<file path="src/rtl/mem_port_arbiter.sv">
// Sequencer/arbiter for the single shared memory port of the multicycle MIPS core (CPU + aux port).
// Optional round-robin tie-breaking is enabled by defining MEM_ARB_RR_EN; the default is fixed CPU priority.
module mem_port_arbiter #(
   parameter int WAIT_CYCLES = 1,
   parameter int ADDR_W      = 32,
   parameter int DATA_W      = 32
) (
   input  logic              clk,
   input  logic              rst_n,
   input  logic              cpu_req,
   input  logic              cpu_we,
   input  logic [ADDR_W-1:0] cpu_addr,
   input  logic [DATA_W-1:0] cpu_wdata,
   output logic              cpu_ack,
   output logic [DATA_W-1:0] cpu_rdata,
   output logic              cpu_stall,
   input  logic              aux_req,
   input  logic              aux_we,
   input  logic [ADDR_W-1:0] aux_addr,
   input  logic [DATA_W-1:0] aux_wdata,
   output logic              aux_ack,
   output logic [DATA_W-1:0] aux_rdata,
   output logic              mem_en,
   output logic              mem_we,
   output logic [ADDR_W-1:0] mem_addr,
   output logic [DATA_W-1:0] mem_wdata,
   input  logic [DATA_W-1:0] mem_rdata,
   output logic [1:0]        grant,
   output logic              busy
);

   typedef enum logic [1:0] {
      ST_IDLE   = 2'd0,
      ST_ACCESS = 2'd1,
      ST_WAIT   = 2'd2,
      ST_RESP   = 2'd3
   } state_t;

   localparam logic [1:0] GNT_NONE = 2'b00;
   localparam logic [1:0] GNT_CPU  = 2'b01;
   localparam logic [1:0] GNT_AUX  = 2'b10;
   localparam logic [3:0] WAIT_LD  = 4'(WAIT_CYCLES);

   state_t              state_r;
   state_t              state_nxt_s;
   logic [3:0]          cnt_r;
   logic [1:0]          grant_r;
   logic [1:0]          win_s;
   logic [1:0]          tie_s;
   logic                mem_en_r;
   logic                mem_we_r;
   logic [ADDR_W-1:0]   mem_addr_r;
   logic [DATA_W-1:0]   mem_wdata_r;
   logic                cpu_ack_r;
   logic                aux_ack_r;
   logic [DATA_W-1:0]   cpu_rdata_r;
   logic [DATA_W-1:0]   aux_rdata_r;

`ifdef MEM_ARB_RR_EN
   logic [1:0] last_grant_r;

   // Remember the most recent winner so that ties alternate between requesters.
   always_ff @(posedge clk or negedge rst_n) begin
      if (!rst_n) begin
         last_grant_r <= GNT_AUX;
      end else if ((state_r == ST_IDLE) && (win_s != GNT_NONE)) begin
         last_grant_r <= win_s;
      end
   end

   assign tie_s = (last_grant_r == GNT_AUX) ? GNT_CPU : GNT_AUX;
`else
   assign tie_s = GNT_CPU;
`endif

   // Pick the requester to serve if the port were free this cycle.
   always_comb begin
      win_s = GNT_NONE;
      if (cpu_req && aux_req) begin
         win_s = tie_s;
      end else if (cpu_req) begin
         win_s = GNT_CPU;
      end else if (aux_req) begin
         win_s = GNT_AUX;
      end else begin
         win_s = GNT_NONE;
      end
   end

   // FSM state register.
   always_ff @(posedge clk or negedge rst_n) begin
      if (!rst_n) begin
         state_r <= ST_IDLE;
      end else begin
         state_r <= state_nxt_s;
      end
   end

   // FSM next-state; RESP always returns to IDLE so every access sees at least one idle cycle.
   always_comb begin
      state_nxt_s = state_r;
      case (state_r)
         ST_IDLE: begin
            if (win_s != GNT_NONE) begin
               state_nxt_s = ST_ACCESS;
            end else begin
               state_nxt_s = ST_IDLE;
            end
         end
         ST_ACCESS: begin
            if (WAIT_LD == 4'd0) begin
               state_nxt_s = ST_RESP;
            end else begin
               state_nxt_s = ST_WAIT;
            end
         end
         ST_WAIT: begin
            if (cnt_r <= 4'd1) begin
               state_nxt_s = ST_RESP;
            end else begin
               state_nxt_s = ST_WAIT;
            end
         end
         ST_RESP: state_nxt_s = ST_IDLE;
         default: state_nxt_s = ST_IDLE;
      endcase
   end

   // Command latch, wait counter, acknowledge pulses and read-data capture.
   always_ff @(posedge clk or negedge rst_n) begin
      if (!rst_n) begin
         cnt_r       <= 4'd0;
         grant_r     <= GNT_NONE;
         mem_en_r    <= 1'b0;
         mem_we_r    <= 1'b0;
         mem_addr_r  <= {ADDR_W{1'b0}};
         mem_wdata_r <= {DATA_W{1'b0}};
         cpu_ack_r   <= 1'b0;
         aux_ack_r   <= 1'b0;
         cpu_rdata_r <= {DATA_W{1'b0}};
         aux_rdata_r <= {DATA_W{1'b0}};
      end else begin
         mem_en_r  <= 1'b0;
         cpu_ack_r <= 1'b0;
         aux_ack_r <= 1'b0;
         case (state_r)
            ST_IDLE: begin
               if (win_s != GNT_NONE) begin
                  grant_r  <= win_s;
                  mem_en_r <= 1'b1;
                  if (win_s == GNT_CPU) begin
                     mem_we_r    <= cpu_we;
                     mem_addr_r  <= cpu_addr;
                     mem_wdata_r <= cpu_wdata;
                  end else begin
                     mem_we_r    <= aux_we;
                     mem_addr_r  <= aux_addr;
                     mem_wdata_r <= aux_wdata;
                  end
               end
            end
            ST_ACCESS: cnt_r <= WAIT_LD;
            ST_WAIT:   cnt_r <= cnt_r - 4'd1;
            ST_RESP: begin
               grant_r  <= GNT_NONE;
               mem_we_r <= 1'b0;
               if (!mem_we_r) begin
                  if (grant_r == GNT_CPU) begin
                     cpu_rdata_r <= mem_rdata;
                  end else if (grant_r == GNT_AUX) begin
                     aux_rdata_r <= mem_rdata;
                  end
               end
            end
            default: grant_r <= GNT_NONE;
         endcase
         if (state_nxt_s == ST_RESP) begin
            cpu_ack_r <= (grant_r == GNT_CPU);
            aux_ack_r <= (grant_r == GNT_AUX);
         end
      end
   end

   // Memory data only settles during RESP, so the winner sees it directly in its ack cycle.
   assign cpu_rdata = ((state_r == ST_RESP) && (grant_r == GNT_CPU) && !mem_we_r) ? mem_rdata : cpu_rdata_r;
   assign aux_rdata = ((state_r == ST_RESP) && (grant_r == GNT_AUX) && !mem_we_r) ? mem_rdata : aux_rdata_r;

   assign cpu_ack   = cpu_ack_r;
   assign aux_ack   = aux_ack_r;
   assign cpu_stall = cpu_req & ~cpu_ack_r;
   assign mem_en    = mem_en_r;
   assign mem_we    = mem_we_r;
   assign mem_addr  = mem_addr_r;
   assign mem_wdata = mem_wdata_r;
   assign grant     = grant_r;
   assign busy      = (state_r != ST_IDLE);

endmodule
</file>
<file path="config.mk">
export PLATFORM = sky130hd
export DESIGN_NAME = mem_port_arbiter
export DESIGN_NICKNAME = d
export VERILOG_FILES = /design/src/rtl/mem_port_arbiter.sv
export SDC_FILE = /design/constraint.sdc
export NUM_CORES = 1
export LEC_CHECK = 0
export BUFFER_PORTS_ARGS = -buffer_cell sky130_fd_sc_hd__buf_2
export CAP_MARGIN = 20
export CORE_MARGIN = 2
export CORE_UTILIZATION = 53
export DETAILED_ROUTE_END_ITERATION = 6
export PLACE_DENSITY = 0.94
export SLEW_MARGIN = 5
export SYNTH_ARGS = -nofsm -noshare
export SYNTH_HDL_FRONTEND = slang
export SYNTH_SLANG_ARGS = --single-unit
</file>
<file path="constraint.sdc">
create_clock -name clk -period 4.5 [get_ports clk]
set_clock_uncertainty 0.2 [all_clocks]
set_input_delay 0.225 -clock clk [delete_from_list [all_inputs] [get_ports clk]]
set_output_delay 0.225 -clock clk [all_outputs]
set_load 0.01 [all_outputs]
</file>
# After elaboration in Yosys (flattened, before gate mapping)
# Index checks and enable logic that the tools add are counted.
# W data, S select, Z words.
# op_classes
add_sub_neg,1
order_cmp,1
n_eq_ne,8
mux,20
bitwise_logic,4
reduce_logical,15
# ops
cell,n
$mux W32,4
$eq A2 B2 Y1 const B,4
$mux W1,8
$mux W2,4
$pmux W2 S4,1
$pmux W4 S2,1
$reduce_bool A2 Y1,4
$eq A2 B1 Y1 const B,3
$logic_and A1 B1 Y1,5
$le A4 B1 Y1 const B,1
$pmux W2 S2,1
$reduce_and A2 Y1,2
$reduce_and A4 Y1,1
$sub A4 B1 Y4 const B,1
$not A1 Y1,3
$reduce_and A3 Y1,1
$logic_not A2 Y1,1
$ne A2 B2 Y1 const B,1
$pmux W1 S2,1
$and A1 B1 Y1,1
$logic_not A1 Y1,1
# totals
regBits,140
in_bits,166
out_inout_bits,136
elab_cells,60

# Logic depth before layout (Yosys ltp)
# logic_depth
depth_word,8
ltp_mapped,8

# Worst setup path before layout
# No wires, ideal clock.
# synth_path
path_type,register to output
from,register state_r[1]
to,output port aux_rdata[0]
t_arrival_ns,1.574
required_ns,4.075
path_slack_ns,2.501
stages_incl_launch_ff,7
n_path_buf,2
cell_sequence,dfrtp_1 > ha_1 > inv_2 > nor4b_4 > buf_6 > buf_12 > mux2_4
# synth_between
elab_chain_len,4
# synth_lines
element,line,text
"start, declared",44,state_t state_r;
"start signal, assigned",95,state_r <= state_nxt_s;
$eq A2 B2 Y1,186,assign aux_rdata = ((state_r == ST_RESP) && (grant_r == GNT_AUX) && !mem_we_r) ? mem_rdata : aux_rdata_r;
$logic_and A1 B1 Y1 (2 in series),186,
$mux W32,186,
"end, declared",22,"output logic [DATA_W-1:0] aux_rdata,"
# No other way between the ends.

# Worst setup path after layout
# layout_path
from,register state_r[1]
to,output port cpu_rdata[10]
# layout_between
elab_chain_len,4
# layout_lines
element,line,text
$eq A2 B2 Y1,185,assign cpu_rdata = ((state_r == ST_RESP) && (grant_r == GNT_CPU) && !mem_we_r) ? mem_rdata : cpu_rdata_r;
$logic_and A1 B1 Y1 (2 in series),185,
$mux W32,185,
"end, declared",15,"output logic [DATA_W-1:0] cpu_rdata,"
# No other way between the ends.

==> flow_summary.ini <==
[status]
status = finished, final reports clean

[clock_tree]
ctsHoldBuffers = 163
cts_root_buffer = clkbuf_16
insertion_delay_ns = 0.42
cts_buffer_depth = 2
cts_max_level = 4
cts.sinks = 140
ctsResizeCount = 0
cts_buffers = 17
clk_pin_slew_worst_paths_ns = 0.07
cts_tree = done
cts_setup_buffers = 0

[setup_path]
worst_ep_required_time_ns = 4.07
reg2reg_depth = 5
start_kind = flop
slowest_delay_ns = 0.43
rrSetupSlack_ns = 2.09
cp_cell_sequence = ha_1 -> inv_2 -> nor4b_4 -> buf_12 -> mux2_4 -> buf_2
cp_slowest_cell = buf_12
reg2reg_from = state_r[0]
path_max_fanout = 64
critPathCaptureType = output port
worstPathArrival_ns = 2.46
crit_type = reg2out
rr_endpoint = mem_addr[15]

[timing]
final.setup.tns_ns = 0
period_needed_ns = 2.88
setup_violations = 0
fin_crit_sh_pct = 64.1
drv_slew = 0
relSlewSlack_pct = 34.4
rsz0062_at_grt = no
fin_hold_ws_ns = 0.0957
worstMarginPinSlew_ns = 0.984
max_freq_mhz = 347
setup_slack_ns = 1.62
hold_violations = 0

[yosys]
synth-seq-cells = 140
yosysWarnings = 0
synth.distinct_cells = 27
synth.net_count = 712
netlist_instances = 541
ys_seq_area_share_pct = 47.9
netlist_area_mm2 = 0.00731
avgSynthCellArea_um2 = 13.5

[power]
power_mw = 6.59
p_sw_share_pct = 37.4
leakage_nw = 5.60
internal-power_mw = 4.13
ir_worst_vdd_v = 0.000325
combPwrFrac_pct = 45.8
power_density_mw_per_mm2 = 603
seqPwrFrac_pct = 34.0
p_switching_mw = 2.46
clkPwrFrac_pct = 20.2

[drt]
drtAntennaViolNets = 0
avgRoutedWirePerCell_um = 22.1
routed_wl_um = 26200
drc = 0
wl_met3_um = 2040
num_vias = 6618
first_pass_iters = 5
drt-initial-drc-count = 544
dr_wl_met2_um = 13000
wl_met1_um = 9070
highest_layer = met5
viasPerCell = 5.59

[floorplan]
pin_count = 302
num_rows = 42
coreArea_mm2 = 0.0133
initial_utilization_pct = 54.7
die_h_um = 121
die_area_mm2 = 0.0147
die_w_um = 121

[finish]
final_cell_mix = 299 x buf_2, 163 x dlygate4sd3_1, 140 x dfrtp_1
syn_to_final_growth_pct = 49.7
finalNonFillerCells = 1184
final_common_cell = buf_2
finish.instance_area_mm2 = 0.0109
final_core_util_pct = 81.9
final_nets = 1165
drive_above_1_share_pct = 46.7

[global_routing]
antenna_found_initial = 2
grt_max_degree = 110
grt_pass1_vias = 7091
track_usage_pct = 35.7
grt_pass1_wl_um = 39200
grt_remaining_overflow = 0

[worst_hold_path]
holdPathEnd = mem_we
holdPathStages = 4
min-delay-start = aux_we
hold_path_class = in2reg

[placement]
port_buffers = 301
gp_congestion = 0.810
dpl-instance-area_mm2 = 0.00875
hpwlAfterDp_um = 12500
dp_cells = 988
preCtsSetupSlack_ns = 2.09

[run]
max_cap_violations = 0
==> metal layers <==
metal | vias to the layer above | global-route usage, %
met2 | 462 | 61.6
li1 | 2814 | -
met4 | 2 | 26.0
met3 | 144 | 9.16
met5 | - | 0
met1 | 3196 | 37.6
==> synth_stat cells <==
master	instances	area [µm²]
buf_6	2	22.5
buf_4	3	22.5
nor4b_4	2	47.6
mux2_4	120	1800
or3_1	1	6.26
mux2_2	9	101
or4b_1	1	10.0
nand3_1	3	15.0
inv_1	7	26.3
nand2b_1	1	6.26
nor2_1	1	3.75
o21ai_0	69	345
nor2b_1	2	12.5
buf_12	12	240
o21ai_2	1	8.76
mux2i_1	66	661
o311ai_0	1	8.76
inv_2	1	3.75
clkbuf_1	6	22.5
ha_1	5	62.6
o32ai_1	2	17.5
and4b_1	2	20.0
o21ai_1	2	10.0
nand2_1	68	255
buf_2	13	65.1
nand3b_1	1	7.51
dfrtp_1	140	3500
==> worst max path at each step <==
| stage | slack [ns] | end | from | depth (start not counted) |
|---|---|---|---|---|
| after CTS | 1.65 | aux_rdata[10] | state_r[1] | 6 |
| after floorplan | 2.50 | aux_rdata[0] | state_r[1] | 6 |
| after global placement | 2.15 | mem_wdata[10] | cpu_req | 4 |
| after global routing | 1.51 | cpu_rdata[10] | state_r[1] | 6 |
| final | 1.62 | cpu_rdata[10] | state_r[1] | 6 |
| after detailed placement | 2.09 | mem_addr[15] | cpu_req | 4 |
==> sequential cells by signal, indices dropped and copies added (netlist names) <==
signal,flops
aux_rdata_r,32
cpu_rdata_r,32
mem_we,1
mem_addr,32
cnt_r,4
cpu_ack,1
aux_ack,1
grant,2
mem_en,1
mem_wdata,32
state_r,2
==> power by group through the flow <==
stage	registers, mW	clock network (mW)	logic, mW
after floorplan	2.26	0	1.65
after global placement	2.13	0	2.58
after detailed placement	2.18	0	2.67
after CTS	2.17	1.33	2.82
after global routing	2.29	1.40	3.18
final	2.24	1.33	3.02
==> layout make-up <==
cell class / instances / area [µm²]
antenna: 2 / 5.00
fill: 652 / 2410
tap: 176 / 220
clock buffer: 20 / 457
timing repair buffer: 470 / 3220
inverter: 8 / 30.0
clock inverter: 11 / 96.3
multi-input combinational: 357 / 3410
sequential: 140 / 3500
==> critical path, delay by kind of cell (launching register included) <==
family,cells,cell delay [ns]
adders and majority gates,1,0.22
buffers and inverters,3,0.68
DFF,1,0.37
muxes,1,0.35
and+or+nand+nor,1,0.35
==> cell families after synthesis <==
family                   count (synthesis)  share of synthesized area [%]
AO/OA/AOI/OAI                           75                           5.34
adder cells (fa/ha/maj)                  5                          0.856
buffers and inverters                   44                           5.51
flip-flops                             140                           47.9
multiplexers                           195                           35.1
AND/OR/NAND/NOR                         82                           5.26
Power figures use the tool's default switching activity.
